<file path="src/rtl/zube_pkg.sv">
// Shared constants for the Z80 mailbox blocks (host-to-Z80 read FIFO and
// the Z80-written data register).
//   DATA_W     : byte width of the mailbox path
//   FIFO_DEPTH : default number of read FIFO entries
//   EMPTY_BYTE : value presented to the Z80 when there is nothing to read
package zube_pkg;
    localparam int DATA_W = 8;
    localparam int FIFO_DEPTH = 8;
    localparam logic [DATA_W-1:0] EMPTY_BYTE = 8'h00;
endpackage

</file>
<file path="src/rtl/rise_detect.sv">
// Rising-edge detector with a registered previous value.
//   clk   : clock
//   reset : synchronous, active-high; clears the previous value, so an input
//           already high when reset deasserts is reported as an edge
//   in    : level to watch
//   pulse : high for the cycle where in is high and was low last cycle
module rise_detect (
    input  logic clk,
    input  logic reset,
    input  logic in,
    output logic pulse
);
    logic old_in;

    always_ff @(posedge clk) begin
        if (reset) begin
            old_in <= 1'b0;
        end else begin
            old_in <= in;
        end
    end

    assign pulse = in & ~old_in;
endmodule

</file>
<file path="src/rtl/z80_read_fifo.sv">
// Host-to-Z80 byte mailbox. The host pushes bytes on the wishbone clock;
// the Z80 pops one byte per rising edge of its read strobe. The head byte
// is always presented on data_out.
//   clk, reset      : wishbone clock, synchronous active-high reset
//   write_valid     : push data_in every cycle it is high
//   data_in         : byte to push
//   read_strobe     : Z80 data-port read; pops on its rising edge only
//   clear_overflow  : clears the sticky overflow flag
//   data_out        : head byte, EMPTY_BYTE when empty
//   not_empty, full : occupancy flags derived from the registered count
//   overflow        : sticky, set when a push is dropped while full
//   count           : occupancy, 0..DEPTH
module z80_read_fifo
    import zube_pkg::*;
#(
    parameter int DEPTH = FIFO_DEPTH,
    parameter int CW    = $clog2(DEPTH) + 1
) (
    input  logic              clk,
    input  logic              reset,
    input  logic              write_valid,
    input  logic [DATA_W-1:0] data_in,
    input  logic              read_strobe,
    input  logic              clear_overflow,
    output logic [DATA_W-1:0] data_out,
    output logic              not_empty,
    output logic              full,
    output logic              overflow,
    output logic [CW-1:0]     count
);
    localparam int AW = $clog2(DEPTH);

    logic [DATA_W-1:0] mem [DEPTH];
    logic [AW-1:0]     wr_ptr;
    logic [AW-1:0]     rd_ptr;
    logic [CW-1:0]     count_r;
    logic              overflow_r;
    logic              rd_edge;
    logic              push;
    logic              pop;

    rise_detect u_read_edge (
        .clk   (clk),
        .reset (reset),
        .in    (read_strobe),
        .pulse (rd_edge)
    );

    assign not_empty = (count_r != '0);
    assign full      = (count_r == CW'(DEPTH));

    // A pop in the same cycle frees a slot, so a push while full is still
    // accepted when it coincides with a pop.
    assign pop  = rd_edge & not_empty;
    assign push = write_valid & (~full | pop);

    always_ff @(posedge clk) begin
        if (reset) begin
            wr_ptr     <= '0;
            rd_ptr     <= '0;
            count_r    <= '0;
            overflow_r <= 1'b0;
        end else begin
            if (push) begin
                wr_ptr <= wr_ptr + 1'b1;
            end
            if (pop) begin
                rd_ptr <= rd_ptr + 1'b1;
            end
            count_r <= count_r + CW'(push) - CW'(pop);
            // A set in the same cycle as a clear wins.
            if (write_valid & ~push) begin
                overflow_r <= 1'b1;
            end else if (clear_overflow) begin
                overflow_r <= 1'b0;
            end
        end
    end

    // Storage is not reset; an empty FIFO masks stale contents on data_out.
    always_ff @(posedge clk) begin
        if (push) begin
            mem[wr_ptr] <= data_in;
        end
    end

    assign data_out = not_empty ? mem[rd_ptr] : EMPTY_BYTE;
    assign count    = count_r;
    assign overflow = overflow_r;
endmodule

</file>
<file path="config.mk">
export PLATFORM = sky130hd
export DESIGN_NAME = z80_read_fifo
export DESIGN_NICKNAME = d
export VERILOG_FILES = /design/src/rtl/zube_pkg.sv /design/src/rtl/rise_detect.sv /design/src/rtl/z80_read_fifo.sv
export SDC_FILE = /design/constraint.sdc
export NUM_CORES = 1
export LEC_CHECK = 0
export ABC_AREA = 1
export CAP_MARGIN = 15
export CORE_ASPECT_RATIO = 2
export CORE_UTILIZATION = 45
export CTS_BUF_LIST = sky130_fd_sc_hd__clkbuf_4 sky130_fd_sc_hd__clkbuf_8 sky130_fd_sc_hd__clkbuf_16
export DETAILED_ROUTE_END_ITERATION = 8
export PLACE_DENSITY_LB_ADDON = 0.05
export SYNTH_ARGS = -nofsm -noshare
export SYNTH_HDL_FRONTEND = slang
export SYNTH_SLANG_ARGS = --single-unit
</file>
<file path="constraint.sdc">
create_clock -name clk -period 2.1 [get_ports clk]
set_input_delay 0.63 -clock clk [delete_from_list [all_inputs] [get_ports clk]]
set_output_delay 0.63 -clock clk [all_outputs]
set_load 0.02 [all_outputs]
</file>
# Word-level counts from Yosys, hierarchy flattened
# Memories as Yosys holds them, arrays and structs flattened. A register that Yosys moved wholly into a read port is not among the register bits.
# Cells that the tools add are included.
# W data, S select, Z words.
# word_totals
input_bits	13
regBits	12
out_inout_bits	15
n_memories	1
latch_bits	0
mem_bits_rw	64
elab_cells	28
mem_bits_ro	0
# classes
shifts	0
mux	7
reduce_logical	2
n_div	0
n_eq_ne	1
order_cmp	0
mul	0
bitwise	8
n_addsub	4
# memory_table
memory	depth	word_bits	read_ports	rd_clocked_by_memory_dff	wr	line_no	source
mem	8	8	1	1	1	z80_read_fifo.sv:33	logic [DATA_W-1:0] mem [DEPTH];
# ops
op	n
$mux W8	1
$add A3 B1 Y3 const B	2
$mux W3	2
$add A4 B1 Y4	1
$and A1 B1 Y1	4
$eq A4 B4 Y1 const B	1
$mux W1	4
$reduce_bool A4 Y1	1
$sub A4 B1 Y4	1
$not A1 Y1	3
$reduce_bool A2 Y1	1
$or A1 B1 Y1	1

# Depth between registers and ports, before layout
# logic_depth
word_depth	8
depth_mapped	14
ltp_nobuf	14

# Modules after synthesis
# Synthesis repeated with hierarchy kept, for this count alone.
# unflattened
hier_cells	346
area_unflattened_um2	3460.8
# modules_own_cells
module	area_per_inst_um2	instances	cells_per_inst	seq_area_each_um2
z80_read_fifo	3429.5	1	342	2202.1
rise_detect	31.3	1	4	20.0

# Least setup slack after synthesis
# No wires, ideal clock.
# synth_timing
path_type	in2reg
from	in read_strobe
to	mem mem[0][0] (enable)
path_buffers	0
setup_ns	0.383
required_ns	1.717
slack_ns	-0.062
arrival_ns	1.778
cell_stages	6
cell_sequence	inv_1 -> nor2_1 -> nand2_2 -> nand2_4 -> nand2_2 -> nor3_1
# synth_via
elab_chain_len	6
# synth_lines
element	line_no	source
start, declared	z80_read_fifo.sv:23	input logic read_strobe,
$and A1 B1 Y1	rise_detect.sv:23	assign pulse = in & ~old_in;
$and A1 B1 Y1	z80_read_fifo.sv:54	assign pop = rd_edge & not_empty;
$or A1 B1 Y1	z80_read_fifo.sv:55	assign push = write_valid & (~full | pop);
$and A1 B1 Y1	z80_read_fifo.sv:55	
$mux W1	z80_read_fifo.sv:82	if (push) begin
$mux W1 (not written as such)	z80_read_fifo.sv:83	mem[wr_ptr] <= data_in;
end, declared	z80_read_fifo.sv:33	
# No other way between the ends.

==> flow_metrics.py <==
metrics = {
    "routing": {
        "wl_per_cell_um": 13.6,
        "viasPerCell": 4.79,
        "postRouteAntennaNets": 0,
        "wl_um": 6860,
        "first_pass_iters": 4,
        "drc": 0,
        "initialDrtViolationCount": 67,
        "vias": 2416,
    },
    "floorplan": {
        "initial_core_util_pct": 46.7,
        "die_x_um": 63.7,
        "row_count": 44,
        "fp.dieArea_um2": 7980,
        "die_h_um": 125,
        "ios": 28,
        "core_area_um2": 7320,
    },
    "placement": {
        "portBuffers": 27,
        "gp_congestion": 0.773,
        "dp_hpwl_um": 4700,
    },
    "finish": {
        "multi_input_area_um2": 1090,
        "most-common-layout-cells": "nor2_1, nand2_1, edfxtp_1",
        "n_fill_cell": 604,
        "final_common_cell": "nor2_1",
        "drive_above_1_share_pct": 23.8,
        "fin_nets": 428,
        "area_delta_synth_final_pct": 29.8,
        "seq_area_um2": 2230,
        "diodes": 0,
    },
    "sta": {
        "min_period_over_period_pct": 104,
        "fmax_mhz": 459,
        "min_period_ns": 2.18,
        "worst_pin_slew_ns": 0.317,
        "hold_violations": 0,
        "hold_ws_ns": 0.473,
        "clock_skew_ns": 0.00618,
        "rsz0062_at_grt": "yes",
        "finalSetupViolations": 8,
        "slew_headroom_pct": 78.8,
        "slew_violations": 0,
        "finalWorstSetupSlack_ns": -0.0765,
    },
    "clock_network": {
        "cts.sinks": 79,
        "htreeDepth": 3,
        "cts_root_buf": "clkbuf_16",
        "cts_made_buffers": 9,
        "clk_pin_slew_ns": 0.05,
        "cts_buffer_depth": 2,
        "insertion_delay_ns": 0.33,
        "cts_tree": "built",
    },
    "grt": {
        "grt_overflow": 0,
        "grt_max_degree": 19,
        "antenna_found_initial": 0,
        "grt_pass1_wl_um": 10900,
        "grt_pass1_vias": 2384,
        "grt_usage_pct": 18.9,
    },
    "setup_path": {
        "crit_type": "flip-flop to primary output",
        "cp-end-kind": "primary output",
        "cp_max_fo": 10,
        "worstPathArrival_ns": 1.55,
        "worstPathRequired_ns": 1.47,
        "reg2regPathDepth": 12,
        "worstSetupStartpointType": "flip-flop",
    },
    "power": {
        "peakVddDrop_mv": 0.907,
        "leakage_nw": 1.83,
        "totalPowerFinal_mw": 5.37,
        "pwr_density_cell_nw_per_um2": 1210,
    },
    "synthesis": {
        "syn_nets": 367,
        "ys_seq_elements": 79,
        "ys_types": 23,
        "seq_area_frac_synth_pct": 64.9,
        "synth_area_um2": 3420,
        "syn_area_per_cell_um2": 9.89,
        "synthCells": 346,
        "ys_warn_count": 0,
    },
    "run_status": {
        "failed_checks": "negative setup slack",
        "status": "complete, but fails checks",
    },
    "worst_hold_path": {
        "min_path_type": "flip-flop to flip-flop",
        "hold-path-cell-count": 2,
    },
    "run": {
        "cap_violations": 0,
    },
}
[metal layers]
layer	wire length, um	global-route usage (%)	up-vias
li1	-	-	1244
met1	2520	17.6	1107
met2	3810	34.4	46
met3	219	3.83	19
met4	316	14.4	0
met5	0	0	-
[state kept, by name, summed over array words and instances (netlist names), named ones only]
| register | flops |
|---|---|
| overflow | 1 |
| u_read_edge.old_in | 1 |
| mem | 64 |
| wr_ptr | 3 |
| count | 4 |
| rd_ptr | 3 |
[cells in the mapped netlist]
library cell / number / area (um^2)
buf_2: 5 / 25.0
buf_6: 1 / 11.3
buf_4: 3 / 22.5
nand2_1: 65 / 244
nor2_1: 95 / 357
inv_1: 33 / 124
nand2_4: 1 / 11.3
nand2_2: 2 / 12.5
nor3_1: 3 / 15.0
clkbuf_1: 4 / 15.0
inv_2: 1 / 3.75
o21ai_0: 17 / 85.1
ha_1: 7 / 87.6
fa_1: 1 / 20.0
nand3_1: 14 / 70.1
xor2_1: 1 / 8.76
nor3b_2: 1 / 12.5
nor3_2: 1 / 10.0
dfxtp_1: 15 / 300
a21oi_1: 10 / 50.1
edfxtp_1: 64 / 1920
o21ai_1: 1 / 5.00
nand3_2: 1 / 10.0
[per-stage QoR]
stage | util (%) | worst slack [ns] | instances | setup TNS [ns] | instance area, um^2
finish | 60.7 | -0.0765 | 504 | -0.440 | 4440
global route | 60.7 | -0.171 | 504 | -1.23 | 4440
CTS | 59.3 | -0.0631 | 501 | -0.368 | 4350
detailed placement | 54.7 | -0.434 | 482 | -21.54 | 4010
global placement | 54.7 | -0.423 | 482 | -20.17 | 4010
floorplan | - | -0.0397 | 346 | -0.953 | 3430
[worst max-delay path: stages (launching register included)]
cell        delay, ns
dfxtp_4          0.43
clkinvlp_4       0.13
buf_6            0.15
o21ai_1          0.14
nand2_1          0.09
nor2_2           0.10
nor2_2           0.06
buf_6            0.12
[area by class of cell]
class	instances	share of cell area (%)
clock buffers	15	6.23
clock inverters	1	0.113
inverters	34	3.01
multi-input cells	220	24.6
flip-flops and latches	79	50.1
well taps	92	2.59
repair buffers	63	13.3
[power breakdown]
| part | internal, mW | switching [mW] |
|---|---|---|
| registers | 1.84 | 0.0818 |
| logic | 0.892 | 1.12 |
| clock network | 0.896 | 0.531 |
[kinds of logic (layout without fill, tap and decap cells)]
| logic type | Yosys count | after routing | share of synthesized area [%] |
|---|---|---|---|
| AO/OA/AOI/OAI | 28 | 28 | 4.09 |
| XOR/XNOR | 1 | 1 | 0.256 |
| adder cells (fa/ha/maj) | 8 | 8 | 3.14 |
| buffers and inverters | 47 | 113 | 5.89 |
| flip-flops | 79 | 79 | 64.9 |
| AND/OR/NAND/NOR | 183 | 183 | 21.7 |
[final timing paths]
path              from           to  slack, ns
max          flip-flop  data_out[7]      -0.08
min           overflow     overflow       0.47
max reg2reg   count[2]     count[1]       0.08
min reg2reg   overflow     overflow       0.47
[repair_timing]
action	CTS	global route
pin swaps	10	5
hold buffers	0	0
endpoints found under the setup margin	13	44
buffers inserted	3	2
gates resized for setup	80	20
cloned	0	1
(Power assumes the default switching activity.)
